$ cat src/rtl/ps2_key_decoder.sv
// PS/2 set-2 scan-code decoder: folds prefix bytes (E0/F0/E1) into make/break
// events, queues them in a show-ahead FIFO and tracks the held state of watched keys.
module ps2_key_decoder #(
  parameter int                     FIFO_DEPTH     = 4,
  parameter int                     NUM_KEYS       = 4,
  // Key index 0 sits in the least significant 16 bits: up, down, W, S.
  parameter logic [NUM_KEYS*16-1:0] KEY_CODES      = {16'h001B, 16'h001D, 16'hE072, 16'hE075},
  parameter int                     TIMEOUT_CYCLES = 1000000
) (
  input  logic                               clk,
  input  logic                               rst,
  input  logic [7:0]                         byte_in,
  input  logic                               byte_valid,
  output logic [15:0]                        evt_code,
  output logic                               evt_break,
  output logic                               evt_valid,
  input  logic                               evt_ready,
  output logic [NUM_KEYS-1:0]                key_held,
  output logic                               overflow,
  output logic [$clog2(FIFO_DEPTH+1)-1:0]    fifo_count
);

  localparam int AW    = (FIFO_DEPTH > 1) ? $clog2(FIFO_DEPTH) : 1;
  localparam int CNT_W = $clog2(FIFO_DEPTH + 1);
  localparam int TW    = $clog2(TIMEOUT_CYCLES + 1);

  localparam logic [2:0] S_IDLE    = 3'd0;
  localparam logic [2:0] S_EXT     = 3'd1;
  localparam logic [2:0] S_BRK     = 3'd2;
  localparam logic [2:0] S_EXT_BRK = 3'd3;
  localparam logic [2:0] S_PAUSE   = 3'd4;

  typedef struct packed {
    logic [15:0] code;
    logic        brk;
  } evt_t;

  logic [2:0]          r_state;
  logic [2:0]          w_state_nxt;
  logic [2:0]          r_skip;
  logic [2:0]          w_skip_nxt;
  logic [TW-1:0]       r_tmo;
  logic                w_timeout;

  logic                w_emit;
  logic [15:0]         w_emit_code;
  logic                w_emit_brk;

  evt_t                r_mem [FIFO_DEPTH];
  logic [AW-1:0]       r_wr_ptr;
  logic [AW-1:0]       r_rd_ptr;
  logic [CNT_W-1:0]    r_count;
  logic                r_overflow;
  logic [NUM_KEYS-1:0] r_held;

  logic                w_full;
  logic                w_empty;
  logic                w_pop;
  logic                w_push;
  logic                w_drop;
  evt_t                w_head;

  // Bytes that carry no key meaning when seen outside a prefix sequence.
  function automatic logic is_ignored(input logic [7:0] b);
    case (b)
      8'h00, 8'hAA, 8'hEE, 8'hFA, 8'hFC, 8'hFD, 8'hFE, 8'hFF: is_ignored = 1'b1;
      default:                                                 is_ignored = 1'b0;
    endcase
  endfunction

  assign w_timeout = (r_state != S_IDLE) && !byte_valid &&
                     (r_tmo == TW'(TIMEOUT_CYCLES - 1));

  // NOTE: every output of a combinational block gets a default first, so no path leaves it unassigned and no latch is inferred.
  always_comb begin
    w_state_nxt = r_state;
    w_skip_nxt  = r_skip;
    w_emit      = 1'b0;
    w_emit_code = 16'h0000;
    w_emit_brk  = 1'b0;
    if (byte_valid) begin
      case (r_state)
        S_IDLE: begin
          if (byte_in == 8'hE0) begin
            w_state_nxt = S_EXT;
          end else if (byte_in == 8'hF0) begin
            w_state_nxt = S_BRK;
          end else if (byte_in == 8'hE1) begin
            w_state_nxt = S_PAUSE;
            w_skip_nxt  = 3'd7;
          end else if (!is_ignored(byte_in)) begin
            w_emit      = 1'b1;
            w_emit_code = {8'h00, byte_in};
          end
        end
        S_EXT: begin
          if (byte_in == 8'hF0) begin
            w_state_nxt = S_EXT_BRK;
          end else if (byte_in != 8'hE0) begin
            w_emit      = 1'b1;
            w_emit_code = {8'hE0, byte_in};
            w_state_nxt = S_IDLE;
          end
        end
        S_BRK: begin
          if (byte_in != 8'hF0) begin
            w_emit      = 1'b1;
            w_emit_code = {8'h00, byte_in};
            w_emit_brk  = 1'b1;
            w_state_nxt = S_IDLE;
          end
        end
        S_EXT_BRK: begin
          if (byte_in != 8'hF0) begin
            w_emit      = 1'b1;
            w_emit_code = {8'hE0, byte_in};
            w_emit_brk  = 1'b1;
            w_state_nxt = S_IDLE;
          end
        end
        S_PAUSE: begin
          // Pause is an 8-byte make-only sequence; only its last byte reports.
          w_skip_nxt = r_skip - 3'd1;
          if (r_skip == 3'd1) begin
            w_emit      = 1'b1;
            w_emit_code = 16'hE114;
            w_state_nxt = S_IDLE;
          end
        end
        default: begin
          w_state_nxt = S_IDLE;
          w_skip_nxt  = 3'd0;
        end
      endcase
    end else if (w_timeout) begin
      w_state_nxt = S_IDLE;
      w_skip_nxt  = 3'd0;
    end
  end

  // NOTE: sequential state uses non-blocking assignments so every register samples pre-edge values.
  always_ff @(posedge clk) begin
    if (rst) begin
      r_state <= S_IDLE;
      r_skip  <= 3'd0;
      r_tmo   <= '0;
    end else begin
      r_state <= w_state_nxt;
      r_skip  <= w_skip_nxt;
      if (byte_valid || (r_state == S_IDLE) || w_timeout) begin
        r_tmo <= '0;
      end else begin
        r_tmo <= r_tmo + TW'(1);
      end
    end
  end

  assign w_empty = (r_count == '0);
  assign w_full  = (r_count == CNT_W'(FIFO_DEPTH));
  assign w_pop   = !w_empty && evt_ready;
  assign w_push  = w_emit && (!w_full || w_pop);
  assign w_drop  = w_emit && w_full && !w_pop;

  // NOTE: FIFO storage has no reset; the pointers and count alone define which entries are valid.
  always_ff @(posedge clk) begin
    if (w_push && !rst) begin
      r_mem[r_wr_ptr] <= '{code: w_emit_code, brk: w_emit_brk};
    end
  end

  always_ff @(posedge clk) begin
    if (rst) begin
      r_wr_ptr   <= '0;
      r_rd_ptr   <= '0;
      r_count    <= '0;
      r_overflow <= 1'b0;
    end else begin
      if (w_push) begin
        r_wr_ptr <= r_wr_ptr + AW'(1);
      end
      if (w_pop) begin
        r_rd_ptr <= r_rd_ptr + AW'(1);
      end
      case ({w_push, w_pop})
        2'b10:   r_count <= r_count + CNT_W'(1);
        2'b01:   r_count <= r_count - CNT_W'(1);
        default: r_count <= r_count;
      endcase
      if (w_drop) begin
        r_overflow <= 1'b1;
      end
    end
  end

  // Held state follows every decoded event, even one the full FIFO had to drop.
  always_ff @(posedge clk) begin
    if (rst) begin
      r_held <= '0;
    end else begin
      for (int i = 0; i < NUM_KEYS; i++) begin
        if (w_emit && (w_emit_code == KEY_CODES[16*i +: 16])) begin
          r_held[i] <= !w_emit_brk;
        end
      end
    end
  end

  assign w_head     = r_mem[r_rd_ptr];
  assign evt_valid  = !w_empty;
  assign evt_code   = w_empty ? 16'h0000 : w_head.code;
  assign evt_break  = w_empty ? 1'b0 : w_head.brk;
  assign key_held   = r_held;
  assign overflow   = r_overflow;
  assign fifo_count = r_count;

endmodule

$ cat config.mk
export PLATFORM = sky130hd
export DESIGN_NAME = ps2_key_decoder
export DESIGN_NICKNAME = d
export VERILOG_FILES = /design/src/rtl/ps2_key_decoder.sv
export SDC_FILE = /design/constraint.sdc
export NUM_CORES = 1
export LEC_CHECK = 0
export ABC_AREA = 1
export CAP_MARGIN = 5
export CORE_MARGIN = 2
export CORE_UTILIZATION = 30
export CTS_BUF_LIST = sky130_fd_sc_hd__clkbuf_4
export DETAILED_ROUTE_END_ITERATION = 10
export GPL_TIMING_DRIVEN = 1
export RECOVER_POWER = 100
export SYNTH_ARGS = -nofsm -noshare
export SYNTH_HDL_FRONTEND = slang
export SYNTH_SLANG_ARGS = --single-unit
$ cat constraint.sdc
create_clock -name clk -period 3.6 [get_ports clk]
set_input_delay 0.9 -clock clk [delete_from_list [all_inputs] [get_ports clk]]
set_output_delay 0.9 -clock clk [all_outputs]
set_load 0.1 [all_outputs]
==> qor.csv <==
metric,value,unit
first_global_vias,3387,
routed-wl-met2,4.95,mm
fmax,325,MHz
drc,0,
synth_ff_type,edfxtp_1,
critPathMaxFanout,22,
crit_family,buffers and inverters,
stdcell_area,4990,um2
cts-resized-gates,0,
drt_iter0_markers,227,
cts_sinks,84,
row_count,44,
period_minus_slack,3.07,ns
p_leak,1.88,nW
dieArea,15700,um2
arrival,2.17,ns
async_reset_ff_frac,0,
portBuffers,33,
fin_skew,0.0151,ns
hp-start,r_tmo[0]$_SDFF_PP0_,
synth.yosys.seq_area_share,0.482,
path_class,register to output port,
worstPathCellList,inv_1 > o21ai_0 > a21oi_4 > clkbuf_2,
antennaDiodeCount,0,
fin_setup_tns,0,ns
reg2reg_to,r_mem[3][5]$_DFFE_PP_,
synth_warnings,0,
cp.required,2.70,ns
status,completed,
final_common_cell,nor2_1,
cts_tree,done,
dr_wl_met3,457,um
synth_edf_count,44,
finalSetupViolCount,0,
cp_slowest_cell,clkbuf_2,
hold_end,r_tmo[0]$_SDFF_PP0_,
finalCritPeriodShare,0.854,
min_path_cells,1,
grt_first_pass_wirelength,16.1,mm
ios,38,
synthCells,546,
drive_gt1_frac,0.132,
rsz0062_at_grt,no,
crit_buf_inv,2,
whs,0.473,ns
r2r_cells,9,
gp_congestion,0.904,
dp_hpwl,7.32,mm
cts_made_buffers,9,
clock_latency,0.46,ns
yosys-top-cells-area,"edfxtp_1, dfxtp_1, nor2_1",
clockBufferDepth,2,
vias_per_cell,4.62,
ys_types,38,
post-cts-setup-buffer-count,0,
tightest_slew,1.19,ns
synth_top_area_frac,0.300,
syn_avg_cell_area,8.06,um2
min_path_type,register to register,
antenna_found_initial,0,
core,14400,um2
fin_nets,605,
drt_wl_total,9.84,mm
final_antenna_net_count,0,
grt_max_degree,23,
dp_slack,0.204,ns
total_power,3.40,mW
peakVddDrop,325,uV
routedWlPerCell,12.7,um
r2r_start,r_state[2]$_SDFFE_PP0P_,
first_pass_iters,5,
worst_setup_path_start_kind,register,
cts.clk_slew.worst_paths,0.14,ns
fp.dieW,125,um
reg2reg_setup_slack,0.92,ns
slowest_delay,0.49,ns
end_kind,output port,
met1_length,4.26,mm
ys_ff_latch,84,
top_layer_used,met4,
hold_viol,0,
cap_violations,0,
cts_hold_buf,0,
synthToLayoutAreaGrowth,13.4,%
initial_utilization,0.305,
grt-ovfl-total,0,
final_cell_mix,"nor2_1, nand2_1, inv_1",
relSlewSlack,0.207,
yosysTopAreaCell,edfxtp_1,
grt_usage,0.128,
final-max-slew-violation-count,0,
fp.dieH,125,um
fin_ws,0.527,ns
htreeDepth,3,
syn_area,4400,um2
root_buffer,clkbuf_4,
vias,3574,
dpl_cell_area,4950,um2
p_per_area,681,nW/um2
==> registers in the layout (all words and copies together), names as in the netlist, named ones only <==
register    cells
r_mem          44
r_tmo          20
r_state         3
r_skip          3
fifo_count      3
r_rd_ptr        2
r_wr_ptr        2
overflow        1
key_held        4
==> metal layers <==
layer	GRT usage	vias to the layer above
li1	-	1850
met1	0.151	1633
met2	0.217	77
met3	0.0398	14
met4	0.0503	0
met5	0	-
==> worst register-to-register path, delay by kind of cell (launching register included) <==
family                 cells  cell delay, ns
AND/OR/NAND/NOR            5            0.95
buffers and inverters      4            0.83
flip-flops                 1            0.56
==> report_power, final <==
part	switching (mW)	internal [mW]
combinational	1.33	0.251
sequential	0.0394	1.08
clock	0.338	0.357
==> how the worst max path moves through the flow <==
| stage | cells after the start | end | from |
|---|---|---|---|
| after floorplan | 6 | evt_code[14] | fifo_count[0]$_SDFFE_PP0P_ |
| after global placement | 14 | fifo_count[2]$_SDFFE_PP0P_ | byte_in[3] |
| after detailed placement | 14 | fifo_count[2]$_SDFFE_PP0P_ | byte_in[3] |
| after CTS | 4 | evt_code[15] | register |
| after global routing | 14 | r_mem[1][7]$_DFFE_PP_ | byte_in[3] |
| final | 4 | evt_code[13] | register |
==> cell type report <==
cell class,count,area (um2)
inverters,74,278
flip-flops and latches,84,2120
clock buffers,9,67.6
well taps,184,230
fillers,1532,9430
repair buffers,43,273
clock inverters,7,123
multi-input cells,373,1900
==> cell usage after synthesis, types with 7 or more instances <==
| cell type | number |
|---|---|
| inv_2 | 7 |
| a21oi_1 | 40 |
| edfxtp_1 | 44 |
| dfxtp_1 | 40 |
| nor2_1 | 114 |
| nand4_1 | 12 |
| inv_1 | 64 |
| nand2_2 | 18 |
| ha_1 | 7 |
| nor3_1 | 12 |
| buf_4 | 9 |
| clkbuf_1 | 9 |
| o21ai_0 | 36 |
| nand2_1 | 64 |
| nand3_1 | 21 |
==> through the flow <==
stage	utilization	cells
3_3_place_gp	0.343	758
5_1_grt	0.346	774
3_5_place_dp	0.343	758
4_1_cts	0.357	774
2_1_floorplan	-	549
6_report	0.346	774
==> cell families after synthesis <==
| kind of cell | after synthesis | synth area share |
|---|---|---|
| other | 1 | 0.000852 |
| adders and majority gates | 8 | 0.0244 |
| AOI/OAI and AO/OA | 90 | 0.110 |
| and+or+nand+nor | 267 | 0.289 |
| DFF | 84 | 0.482 |
| xor gates and xnor gates | 4 | 0.00796 |
| buffers and inverters | 92 | 0.0861 |
Note: power is estimated with default switching activity, not from simulation.
